**src/rtl/rdout_pkg.sv**
```systemverilog
// Shared types for the image readout controller: FSM states, core status codes,
// the FIFO entry (pixel plus line/frame tags) and a width helper.
package rdout_pkg;

  typedef enum logic [2:0] {
    S_IDLE,
    S_PROCESS,
    S_READOUT,
    S_FLUSH,
    S_DONE
  } state_t;

  localparam logic [1:0] ST_HOLD    = 2'b10;
  localparam logic [1:0] ST_PROCESS = 2'b01;
  localparam logic [1:0] ST_READ    = 2'b00;

  // Widest pixel the FIFO entry can carry; narrower pixels occupy the low bits.
  localparam int PIX_W_MAX = 16;

  typedef struct packed {
    logic [PIX_W_MAX-1:0] data;
    logic                 eol;
    logic                 last;
  } ent_t;

  // Bits needed to hold the value n (at least one).
  function automatic int bits_for(input longint unsigned n);
    return (n < 2) ? 1 : $clog2(n + 1);
  endfunction

endpackage

```
**src/rtl/rdout_fifo.sv**
```systemverilog
// Show-ahead synchronous FIFO of tagged pixels; head is visible while not empty.
// Write lands at the clock edge; writes while full are dropped, so the caller meters them with count.
module rdout_fifo
  import rdout_pkg::*;
#(
  parameter int DEPTH = 3,
  parameter int CNT_W = 2
) (
  input  logic             clk,
  input  logic             rst_n,
  input  logic             wr_en,
  input  ent_t             wr_dat,
  input  logic             rd_en,
  output ent_t             rd_dat,
  output logic             empty,
  output logic [CNT_W-1:0] count
);

  localparam int               PTR_W    = bits_for(DEPTH - 1);
  localparam logic [PTR_W-1:0] PTR_LAST = PTR_W'(DEPTH - 1);

  ent_t             mem [DEPTH];
  logic [PTR_W-1:0] wr_ptr;
  logic [PTR_W-1:0] rd_ptr;
  logic             do_wr;
  logic             do_rd;

  assign empty  = (count == '0);
  assign do_wr  = wr_en && (count != CNT_W'(DEPTH));
  assign do_rd  = rd_en && !empty;
  assign rd_dat = mem[rd_ptr];

  always_ff @(posedge clk or negedge rst_n) begin
    if (!rst_n) begin
      wr_ptr <= '0;
      rd_ptr <= '0;
      count  <= '0;
    end else begin
      if (do_wr) begin
        wr_ptr <= (wr_ptr == PTR_LAST) ? '0 : wr_ptr + PTR_W'(1);
      end
      if (do_rd) begin
        rd_ptr <= (rd_ptr == PTR_LAST) ? '0 : rd_ptr + PTR_W'(1);
      end
      count <= count + CNT_W'(do_wr) - CNT_W'(do_rd);
    end
  end

  // Storage is not reset; the pointers and count define what is valid.
  always_ff @(posedge clk) begin
    if (do_wr) begin
      mem[wr_ptr] <= wr_dat;
    end
  end

endmodule

```
**src/rtl/image_readout_ctrl.sv**
```systemverilog
// Runs the core, then streams its image in raster order; RDOUT_CHECKSUM_EN adds a pixel checksum port.
// First pixel valid MEM_LAT+1 cycles after its address; pix_ready low stalls address issue via FIFO credit.
module image_readout_ctrl
  import rdout_pkg::*;
#(
  parameter int IMG_W       = 256,
  parameter int IMG_H       = 256,
  parameter int PIX_W       = 8,
  parameter int ADDR_W      = 16,
  parameter int MEM_LAT     = 1,
  parameter int TIMEOUT_CYC = 34152256
) (
  input  logic              clk,
  input  logic              rst_n,
  input  logic              start,
  input  logic              end_process,
  output logic [1:0]        status_o,
  output logic [ADDR_W-1:0] mem_addr,
  input  logic [PIX_W-1:0]  mem_rdata,
  output logic [PIX_W-1:0]  pix_data,
  output logic              pix_valid,
  input  logic              pix_ready,
  output logic              pix_eol,
  output logic              pix_last,
  output logic              busy,
  output logic              done,
  output logic              err
`ifdef RDOUT_CHECKSUM_EN
  ,
  output logic [15:0]       checksum
`endif
);

  localparam int DEPTH = MEM_LAT + 2;
  localparam int CNT_W = bits_for(DEPTH);
  localparam int WD_W  = bits_for(TIMEOUT_CYC);
  localparam int COL_W = bits_for(IMG_W - 1);

  localparam logic [ADDR_W-1:0] LAST_ADDR = ADDR_W'(IMG_W * IMG_H - 1);
  localparam logic [COL_W-1:0]  LAST_COL  = COL_W'(IMG_W - 1);
  localparam logic [WD_W-1:0]   WD_LIMIT  = WD_W'(TIMEOUT_CYC);

  if (longint'(IMG_W) * longint'(IMG_H) > (longint'(1) << ADDR_W)) begin : g_chk_addr
    $error("IMG_W*IMG_H does not fit in ADDR_W address bits");
  end
  if (MEM_LAT < 1) begin : g_chk_lat
    $error("MEM_LAT must be at least 1");
  end
  if (PIX_W > PIX_W_MAX) begin : g_chk_pix
    $error("PIX_W exceeds the FIFO entry data width");
  end

  state_t             state;
  state_t             state_nxt;
  logic [ADDR_W-1:0]  addr;
  logic [COL_W-1:0]   col;
  logic [WD_W-1:0]    wd;
  logic [CNT_W-1:0]   out_cnt;
  logic [CNT_W-1:0]   fifo_cnt;
  logic [MEM_LAT-1:0] pv;
  logic [MEM_LAT-1:0] peol;
  logic [MEM_LAT-1:0] plast;
  logic               fifo_empty;
  logic               start_ok;
  logic               timeout;
  logic               issue;
  logic               wr;
  logic               pop;
  logic               drained;
  logic [CNT_W:0]     credit_used;
  ent_t               wr_ent;
  ent_t               head;
  logic               unused_hi;

  assign start_ok    = (state == S_IDLE) && start;
  assign timeout     = (wd >= WD_LIMIT);
  assign credit_used = (CNT_W+1)'(out_cnt) + (CNT_W+1)'(fifo_cnt);
  assign issue       = (state == S_READOUT) && (credit_used < (CNT_W+1)'(DEPTH));
  assign wr          = pv[MEM_LAT-1];
  assign pop         = pix_valid && pix_ready;
  // Nothing in flight and the FIFO empties at this edge.
  assign drained     = (out_cnt == '0) && (fifo_cnt == CNT_W'(pop));

  always_ff @(posedge clk or negedge rst_n) begin
    if (!rst_n) begin
      state <= S_IDLE;
    end else begin
      state <= state_nxt;
    end
  end

  always_comb begin
    state_nxt = state;
    status_o  = ST_HOLD;
    case (state)
      S_IDLE: begin
        if (start) state_nxt = S_PROCESS;
      end
      S_PROCESS: begin
        status_o = ST_PROCESS;
        if (end_process)  state_nxt = S_READOUT;
        else if (timeout) state_nxt = S_DONE;
      end
      S_READOUT: begin
        status_o = ST_READ;
        if (issue && (addr == LAST_ADDR)) state_nxt = S_FLUSH;
      end
      S_FLUSH: begin
        status_o = ST_READ;
        if (drained) state_nxt = S_DONE;
      end
      S_DONE: begin
        state_nxt = S_IDLE;
      end
      default: begin
        state_nxt = S_IDLE;
      end
    endcase
  end

  assign busy = (state != S_IDLE);
  assign done = (state == S_DONE);

  always_ff @(posedge clk or negedge rst_n) begin
    if (!rst_n) begin
      addr <= '0;
      col  <= '0;
      wd   <= '0;
      err  <= 1'b0;
    end else begin
      if (start_ok) begin
        addr <= '0;
        col  <= '0;
        wd   <= '0;
        err  <= 1'b0;
      end
      if (state == S_PROCESS) begin
        if (!timeout) wd <= wd + WD_W'(1);
        if (!end_process && timeout) err <= 1'b1;
      end
      if (issue) begin
        addr <= addr + ADDR_W'(1);
        col  <= (col == LAST_COL) ? '0 : col + COL_W'(1);
      end
    end
  end

  assign mem_addr = addr;

  // Read-return pipeline: one valid bit plus tags per cycle of memory latency.
  always_ff @(posedge clk or negedge rst_n) begin
    if (!rst_n) begin
      pv      <= '0;
      peol    <= '0;
      plast   <= '0;
      out_cnt <= '0;
    end else begin
      pv      <= (pv << 1) | MEM_LAT'(issue);
      peol    <= (peol << 1) | MEM_LAT'(col == LAST_COL);
      plast   <= (plast << 1) | MEM_LAT'(addr == LAST_ADDR);
      out_cnt <= out_cnt + CNT_W'(issue) - CNT_W'(wr);
    end
  end

  assign wr_ent = '{data: PIX_W_MAX'(mem_rdata), eol: peol[MEM_LAT-1], last: plast[MEM_LAT-1]};

  rdout_fifo #(
    .DEPTH (DEPTH),
    .CNT_W (CNT_W)
  ) u_fifo (
    .clk    (clk),
    .rst_n  (rst_n),
    .wr_en  (wr),
    .wr_dat (wr_ent),
    .rd_en  (pop),
    .rd_dat (head),
    .empty  (fifo_empty),
    .count  (fifo_cnt)
  );

  // Head storage is unreset, so gate it to keep the stream outputs at zero when empty.
  assign pix_valid = !fifo_empty;
  assign pix_data  = fifo_empty ? '0 : head.data[PIX_W-1:0];
  assign pix_eol   = !fifo_empty && head.eol;
  assign pix_last  = !fifo_empty && head.last;
  assign unused_hi = ^(head.data >> PIX_W);

`ifdef RDOUT_CHECKSUM_EN
  always_ff @(posedge clk or negedge rst_n) begin
    if (!rst_n) begin
      checksum <= '0;
    end else if (start_ok) begin
      checksum <= '0;
    end else if (pop) begin
      checksum <= checksum + 16'(pix_data);
    end
  end
`endif

endmodule

```
**config.mk**
```make
export PLATFORM = sky130hd
export DESIGN_NAME = image_readout_ctrl
export DESIGN_NICKNAME = d
export VERILOG_FILES = /design/src/rtl/rdout_pkg.sv /design/src/rtl/rdout_fifo.sv /design/src/rtl/image_readout_ctrl.sv
export SDC_FILE = /design/constraint.sdc
export NUM_CORES = 1
export LEC_CHECK = 0
export BUFFER_PORTS_ARGS = -buffer_cell sky130_fd_sc_hd__buf_2
export CORE_MARGIN = 1
export CORE_UTILIZATION = 61
export CTS_BUF_LIST = sky130_fd_sc_hd__clkbuf_8
export DETAILED_ROUTE_END_ITERATION = 7
export GPL_TIMING_DRIVEN = 0
export PLACE_DENSITY_LB_ADDON = 0.3
export SYNTH_ARGS = -nofsm -noshare
export SYNTH_HDL_FRONTEND = slang
export SYNTH_SLANG_ARGS = --single-unit
```
**constraint.sdc**
```tcl
create_clock -name clk -period 3.59 [get_ports clk]
set_input_delay 0.1795 -clock clk [delete_from_list [all_inputs] [get_ports clk]]
set_output_delay 0.1795 -clock clk [all_outputs]
set_load 0.1 [all_outputs]
```
## Word-level counts from Yosys, hierarchy flattened

Memory sizes are Yosys's and may differ from the RTL's.
Index checks and enable logic that the tools add are counted.

| storage, ports and cells | value |
|---|---|
| bits in registers | 65 |
| logic and storage cells | 81 |
| memories kept | 1 |
| bits in writable memories | 30 |
| memory bits (read-only) | 0 |
| bits in latches | 0 |
| input bits | 13 |

| operators by class | value |
|---|---|
| reductions and logical operators | 19 |
| equality and inequality tests | 14 |
| bitwise operators | 0 |
| div/mod/pow operators | 0 |
| shifts and indexed selects | 0 |
| $lt $le $gt $ge | 2 |
| $add $sub $neg | 10 |
| multiply operators | 0 |
| muxes and demuxes | 23 |

Memories:

| memory | words | bits a word | rd ports | clocked after Yosys merged registers in | wr ports | line | RTL |
|---|---|---|---|---|---|---|---|
| u_fifo.mem | 3 | 10 | 1 | 0 | 1 | rdout_fifo.sv:22 | `ent_t mem [DEPTH];` |

Operator list:

| operator | count |
|---|---|
| 26-bit two-way mux | 3 |
| 16-bit two-way mux | 2 |
| 8-bit two-way mux | 4 |
| 26-bit by 1-bit adder with 26-bit output, second input constant | 1 |
| 26-bit >= comparator, second input constant | 1 |
| 16-bit by 1-bit adder with 16-bit output, second input constant | 1 |
| 16-bit == test, second input constant | 1 |
| 3-bit two-way mux | 5 |
| 3-bit one-hot mux with 4 select lines | 1 |
| 1-bit logical AND | 10 |
| 8-bit by 1-bit adder with 8-bit output, second input constant | 1 |
| 8-bit == test, second input constant | 1 |
| 3-bit by 2-bit == test with 1-bit output, second input constant | 2 |
| 2-bit != test, second input constant | 3 |
| 1-bit two-way mux | 5 |
| 2-bit by 1-bit adder with 2-bit output | 2 |
| 2-bit by 1-bit adder with 2-bit output, second input constant | 2 |
| 2-bit == test, second input constant | 2 |
| 2-bit logical NOT | 2 |
| 2-bit two-way mux | 2 |
| 2-bit one-hot mux with 2 select lines | 1 |
| 4-bit AND reduction | 1 |
| 2-bit by 1-bit subtractor with 2-bit output | 2 |
| 2-bit by 2-bit adder with 3-bit output | 1 |
| 11 further kinds | 12 |

## Depth between registers and ports, before layout

Gate-level depths: netlist of run 1.

| logic depth | value |
|---|---|
| depth in word-level cells | 7 |
| gate-level depth with buffers | 10 |
| mapped depth without buffers | 10 |

## By module

From an unflattened synthesis of run 1, not the netlist that was laid out.

| unflattened totals | value |
|---|---|
| cells, all modules | 480 |
| area total of the unflattened synthesis | 5575.3 um2 |

By module, submodules not included:

| module | times used | seq. area each (um2) | area an instance (um2) | cells each |
|---|---|---|---|---|
| image_readout_ctrl | 1 | 1476.4 | 3251.9 | 340 |
| rdout_fifo | 1 | 1771.7 | 2323.5 | 140 |

## Least setup slack after synthesis of run 1

OpenSTA, ideal clock, no wires.

| path | value |
|---|---|
| path type | reg-to-output |
| from | register state[0] |
| to | output done |
| data arrival time | 2.760 ns |
| data required time | 3.411 ns |
| path slack | 0.650 ns |
| cell stages (with the launch flop) | 3 |
| path buffers | 1 |
| path through | dfrtp_1 clkbuf_1 nor3b_1 |

| on the way | value |
|---|---|
| longest elaborated chain between the ends | 1 |

Ends and longest elaborated chain:

| what | line | RTL |
|---|---|---|
| start, declared | image_readout_ctrl.sv:53 | `state_t state;` |
| start signal, assigned | image_readout_ctrl.sv:88 | `state <= state_nxt;` |
| 3-bit == test | image_readout_ctrl.sv:122 | `assign done = (state == S_DONE);` |
| end, declared | image_readout_ctrl.sv:26 | `output logic done,` |

Every way passes these cells.

## Final worst setup path of run 1

| path | value |
|---|---|
| from | register out_cnt[0] |
| to | register out_cnt[1] |

| on the way | value |
|---|---|
| longest elaborated chain between the ends | 5 |

Ends and longest elaborated chain:

| what | line | RTL |
|---|---|---|
| start, declared | image_readout_ctrl.sv:58 | `logic [CNT_W-1:0] out_cnt;` |
| start signal, assigned | image_readout_ctrl.sv:161 | `out_cnt <= out_cnt + CNT_W'(issue) - CNT_W'(wr);` |
| 2-bit by 2-bit adder with 3-bit output | image_readout_ctrl.sv:77 | `assign credit_used = (CNT_W+1)'(out_cnt) + (CNT_W+1)'(fifo_cnt);` |
| 3-bit by 2-bit < comparator with 1-bit output | image_readout_ctrl.sv:78 | `assign issue = (state == S_READOUT) && (credit_used < (CNT_W+1)'(DEPTH));` |
| 1-bit logical AND | image_readout_ctrl.sv:78 |  |
| 2-bit by 1-bit adder with 2-bit output * | image_readout_ctrl.sv:161 |  |
| 2-bit by 1-bit subtractor with 2-bit output * | image_readout_ctrl.sv:161 |  |

Every way passes the cells marked *; elsewhere a longest branch is shown, timed or not.
A chain may end at the register's enable or synchronous reset.

==> metrics, run 1 <==
crit share post-route 0.813; pwr/cell area 799 nW/um2; Reg2Reg Setup Slack ~0.67 ns; ys flop type dfrtp_1; Post-synth EDFFs 30; Crit Path Max Fanout 10; RSZ-0062 raised after global routing no; GRT overflow 0; layout cells sized above 1 0.134; Cell Rows 31; Slew Viols, Final 0; Die Height 88.3 um; total die area roughly 8000 um2; Iter 0 DRT Violations 222; Warnings, synthesis 0; Initial Util 0.629; Hold EP u_fifo.mem[2][4]$_DFFE_PP_; highest-count cells in the layout ignoring fill and taps 65 x dfrtp_1, 49 x nand2_1, 45 x buf_2; ys async rst share 0.684; routed vias 3,580; worst reg-to-reg path cell count 10; commonest non-fill, non-tap cell in the layout dfrtp_1; final hold vios 0; vias per inst 5.99; count of cell types in the netlist 47; total track usage 0.260; Hold Path Depth 1; post-synth design cell area 4540 um2; hold wc startpoint mem_rdata[2]; CP Class flop to flop; dpl cells 581; average wire per standard cell 15.8 um; H-tree depth 3; worst-path cell chain ha_1 -> fa_1 -> a21o_1 -> or3_1 -> clkbuf_1 -> ha_1 -> inv_1 -> ha_1 -> xnor2_1 -> xnor2_1; Buffers on Ports 44; Setup crit start kind flop; clock buffer depth 2; Pre-Repair DR Iteration Count 4; number of global-route vias before repair roughly 3,200; total power roughly 4.1 mW; hold_ws 0.0190 ns; Critical Path RT about 3.9 ns; fmax around 340 MHz; post-synth net total 461; TritonCTS buffer count 9; critical path arrival approximately 3.2 ns; IO Pins 45; Crit path top cell by count ha_1; worst-skew pair later-pin latency about 0.36 ns; core area 7210 um2; Least-Margin Pin Slew 1.11 ns; slowest cell delay on critical path 0.45 ns; CP max-delay cell fa_1; Final setup viols 0; Root Driver clkbuf_8; Antenna Nets Post-Route 0; post-layout min period 2.92 ns; worst min-delay path class input port to flop; TritonCTS Sinks 95; clock slew at reported path FFs 0.10 ns; Layout area overhead 12.3%; Crit. End Element flop; DRT Wirelength 9470 um; Worst R2R Start out_cnt[0]$_DFF_PN0_; clock skew 0.00921 ns; nets 517; post-route setup TNS 0 ns; first-pass GRT wire length 15,400 um; Buffers & Inverters on Critical Path 2; Finished Layout Cells ~600; Post-Syn Instances between 400 and 500; Seq/Total Area, Yosys 0.557; largest net degree at the start of global routing 66; outcome completed; Static Leak 2.30 nW; DRC viols 0; Mapped Avg Cell Area around 10 um2; worst rel slew slack 0.254; capturing point of the worst reg2reg path out_cnt[1]$_DFF_PN0_; HPWL Detailed 6300 um; antenna cells 0; CTS tree yes; IR drop worst, VDD 0.000455 V; post-synthesis register bit count between 90 and 100; cell family with most CP delay adder cells; Max-Cap Viols 0; die width 88.3 um; routability congestion estimate 0.892; post-cts resize count 0; initial antenna violation count 0
power breakdown:
part / switching (mW) / internal [mW]
Sequential: 0.139 / 1.28
Clock: 0.400 / 0.268
Combinational: 1.54 / 0.450
Total: 2.08 / 1.99
sequential cells by signal, indices dropped and copies added (netlist names):
signal,flops
col,8
err,1
mem_addr,16
out_cnt,2
peol,1
plast,1
pv,1
state,3
u_fifo.count,2
u_fifo.mem,30
u_fifo.rd_ptr,2
u_fifo.wr_ptr,2
wd,26
worst max path at each step:
stage	startpoint	to	depth (start not counted)	slack, ns
5_1_grt	u_fifo.count[0]$_DFF_PN0_	out_cnt[1]$_DFF_PN0_	10	0.52
4_1_cts	out_cnt[0]$_DFF_PN0_	out_cnt[1]$_DFF_PN0_	10	0.67
3_3_place_gp	u_fifo.count[0]$_DFF_PN0_	out_cnt[1]$_DFF_PN0_	10	0.79
6_report	out_cnt[0]$_DFF_PN0_	out_cnt[1]$_DFF_PN0_	10	0.67
2_1_floorplan	state[0]$_DFFE_PN0P_	done	2	0.65
3_5_place_dp	out_cnt[0]$_DFF_PN0_	out_cnt[1]$_DFF_PN0_	10	0.71
layout make-up:
class                   instances  area, um2
clock inverters                 7       65.1
plain buffers                  18       77.6
clock buffers                   9        124
well taps                      99        124
flip-flops and latches         95       2530
repair buffers                 45        233
multi-input cells             308       1890
fillers                       551       2110
inverters                      17       63.8
synthesized netlist by cell type, types with 5 or more instances:
cell      number  area, um2
and3_1        17        106
o31ai_1       11       82.6
nor2_1        37        139
mux2i_1       26        260
xnor2_1        5       43.8
edfxtp_1      30        901
nor3b_1        5       37.5
nand2_1       49        184
nand4_1       13       81.3
o211ai_1       5       37.5
nand3_1       17       85.1
a21oi_1       22        110
clkbuf_1      14       52.6
ha_1           9        113
inv_1         16       60.1
nor4_1         5       31.3
nor3_1        10       50.1
o21ai_0       33        165
dfrtp_1       65       1630
kinds of logic after synthesis:
| family | synth area share |
|---|---|
| AO/OA/AOI/OAI | 0.128 |
| XOR/XNOR | 0.00965 |
| adder cells (fa/ha/maj) | 0.0292 |
| buffers and inverters | 0.0311 |
| flip-flops | 0.557 |
| multiplexers | 0.0573 |
| AND/OR/NAND/NOR | 0.187 |
what timing repair did:
action | in CTS | in global routing
hold buffers | 1 | 0
endpoints found under the setup margin | 0 | 0
endpoints found under the hold margin | 65 | 0
buffers inserted | 0 | 0
per-layer routing:
metal / vias up / track usage / wire (um)
met4: 0 / 0.106 / 142
met5: - / 0 / 0
li1: 1716 / - / -
met3: 14 / 0.0336 / 456
met2: 100 / 0.421 / 4510
met1: 1750 / 0.359 / 4360
worst reg2reg max path: cells and delay by family, from the launching register on:
kind	cells	cell delay (ns)
AND/OR/NAND/NOR	1	0.40
AO/OA/AOI/OAI	1	0.18
flip-flops	1	0.42
adder cells (fa/ha/maj)	4	1.21
XOR/XNOR	2	0.34
buffers and inverters	2	0.31
metrics by stage:
stage | cell area (um2) | setup WS, ns | util
after floorplan | 4540 | 0.650 | -
after global placement | 4880 | 0.790 | 0.677
after detailed placement | 4900 | 0.708 | 0.679
after CTS | 5100 | 0.670 | 0.707
after global routing | 5100 | 0.519 | 0.707
final | 5100 | 0.671 | 0.707
(Power assumes the default switching activity.)
==> run 2, diff against run 1 <==
- ABC_AREA: unset -> 1
- CORE_UTILIZATION: 61 -> 62
- clock period: 3.59 -> 2.73 ns (I/O delays scaled with it)
==> run 2 against run 1 <==
  * First-iteration DRC count grew 42%
  * Combinational power grew 65%
  * Non-clock buffer count grew 6
  * Count of clock-buffer cells in the layout is the same
  * Largest cell class unchanged
  * Highest routed layer unchanged
==> metrics, run 2 <==
outcome completed; Warnings, synthesis 0; post-cts resize count 0; vias per inst between 5 and 6; pwr/cell area 1040 nW/um2; routability congestion estimate 0.889; Root Driver clkbuf_8; Post-synth EDFFs 30; total die area 9060 um2; clock network power share 0.151; DRT Wirelength about 12,000 um; RSZ-0062 raised after global routing no; ys flop type dfrtp_1; ys async rst share 0.684; count of cell types in the netlist 43; TritonCTS Sinks 95; worst rel slew slack 0.400; commonest non-fill, non-tap cell in the layout nand2_1; Switching Share 0.542; Synth top cells by count 236 x nand2_1, 79 x inv_1, 69 x nand3_1; clock skew about 0.014 ns; TritonCTS buffer count 9; first-pass GRT wire length between 20,000 and 25,000 um; dpl cells about 840; final hold vios 0; nets 776; most area-consuming cells after synthesis dfrtp_1 30%, edfxtp_1 17%, nand2_1 16%; critical path arrival 2.64 ns; layout cells sized above 1 0.135; Initial Util 0.649; Final setup viols 0; average wire per standard cell 14.1 um; net switching power 3.42 mW; HPWL Detailed about 8700 um; Layout area overhead 12.4%; Slew Viols, Final 0; Biggest register u_fifo.mem; Cell Rows 33; routed vias 4,779; fin util 0.729; CTS tree yes; post-synth design cell area 5380 um2; core area between 8000 and 9000 um2; initial antenna violation count 0; Hold-fix buffers, CTS 9; worst min-delay path class input port to flop; clock buffer depth 2; Pre-Repair DR Iteration Count 6; Seq/Total Area, Yosys 0.470; Crit Path Max Fanout 10; post-synth top area share 0.302; worst-path cell chain ha_1 -> fa_1 -> nand2_1 -> nand2_1 -> nor2_8 -> inv_2 -> ha_1 -> inv_1 -> ha_1 -> xnor2_1; largest net degree at the start of global routing 66; slowest cell delay on critical path roughly 0.43 ns; Buffers on Ports 44; Crit. End Element flop; Static Leak 2.93 nW; post-layout min period 2.35 ns; Largest register FFs 30; Die Height 95.2 um; Finished Layout Cells 863; Synth area leader dfrtp_1; IR drop worst, VDD roughly 0.00075 V; top-count cell post-synth nand2_1; fmax 426 MHz; crit share post-route 0.860; Critical Path RT 3.03 ns; Mapped Avg Cell Area 7.81 um2; post-route setup TNS 0 ns; Comb power frac 0.523; total track usage 0.296; CP max-delay cell fa_1; Seq pwr share 0.326; die width 95.2 um; post-synth net total 712; Post-Syn Instances 689; hold_ws 0.0560 ns; IO Pins 45; Crit path top cell by count ha_1; highest-count cells in the layout ignoring fill and taps 236 x nand2_1, 79 x inv_1, 69 x nand3_1; Post-CTS Setup Bufs 0; Antenna Nets Post-Route 0; worst-skew pair later-pin latency 0.37 ns; CP Class flop to flop; Iter 0 DRT Violations 316; clock slew at reported path FFs 0.11 ns; number of global-route vias before repair 4,599; Int Power 2.88 mW; total power 6.30 mW; GRT overflow 0; Max-Cap Viols 0; Least-Margin Pin Slew about 0.9 ns; H-tree depth 3; antenna cells 0; post-synthesis register bit count 95; Setup crit start kind flop; DRC viols 0
-- run 2: cell count changes in the layout (fill, tap and decap cells not counted), sizes merged, moves of 8 or more --
cell         previous run  this run
nand3                  17        74
dlygate4sd3             1         9
xor2                    0         8
nor2                   37        71
clkbuf                 23        14
nand2                  49       238
and3                   17         0
inv                    20        86
a21oi                  22         6
mux2i                  26         0
-- run 2: final timing paths --
path	start	endpoint	cells after the start	slack [ns]
worst max register to register	out_cnt[0]$_DFF_PN0_	out_cnt[1]$_DFF_PN0_	10	0.38
worst max-delay path	out_cnt[0]$_DFF_PN0_	out_cnt[1]$_DFF_PN0_	10	0.38
worst min register to register	peol$_DFF_PN0_	u_fifo.mem[1][1]$_DFFE_PP_	0	0.49
max in group asynchronous	rst_n	wd[3]$_DFF_PN0_	2	1.79
min in group asynchronous	rst_n	u_fifo.rd_ptr[1]$_DFFE_PN0P_	2	0.41
worst min-delay path	pix_ready	u_fifo.rd_ptr[1]$_DFFE_PN0P_	4	0.06
-- run 2: logic make-up (layout without fill, tap and decap cells) --
group                      after synthesis  after routing  share of synthesized area
AOI/OAI and AO/OA                       53             53                     0.0611
DFF                                     95             95                      0.470
xor gates and xnor gates                17             17                     0.0277
adders and majority gates               10             10                     0.0246
and+or+nand+nor                        415            415                      0.339
buffers and inverters                   99            168                     0.0779
-- run 2: final cells by class --
type | instances | area [um2]
buffer | 16 | 108
clock buffer | 9 | 124
clock inverter | 7 | 81.3
fill | 641 | 2250
inverter | 83 | 313
multi-input combinational | 495 | 2450
sequential | 95 | 2530
tap | 105 | 131
timing repair buffer | 53 | 313
-- run 2: stage by stage --
stage / setup WS (ns) / instance area, um2
2_1_floorplan: 0.394 / 5380
5_1_grt: 0.137 / 6050
3_3_place_gp: 0.450 / 5740
6_report: 0.382 / 6050
4_1_cts: 0.353 / 6050
3_5_place_dp: 0.358 / 5750
-- run 2: power groups by stage --
stage	combinational (mW)	sequential [mW]	clock, mW
final	3.29	2.05	0.949
after detailed placement	3.28	2.07	0
after floorplan	2.42	2.26	0
after global placement	3.17	2.05	0
after global routing	3.60	2.09	1.01
after CTS	3.30	2.05	0.955
-- run 2: per-layer routing --
metal	global-route usage	wire [um]
met5	0	0
met4	0.112	195
met3	0.0470	690
met2	0.475	5750
met1	0.404	5520
-- run 2: critical path, delay by kind of cell (launching register included) --
family	cells	cell delay [ns]
buffers and inverters	2	0.17
XOR/XNOR	1	0.17
adder cells (fa/ha/maj)	4	1.11
flip-flops	1	0.42
AND/OR/NAND/NOR	3	0.41
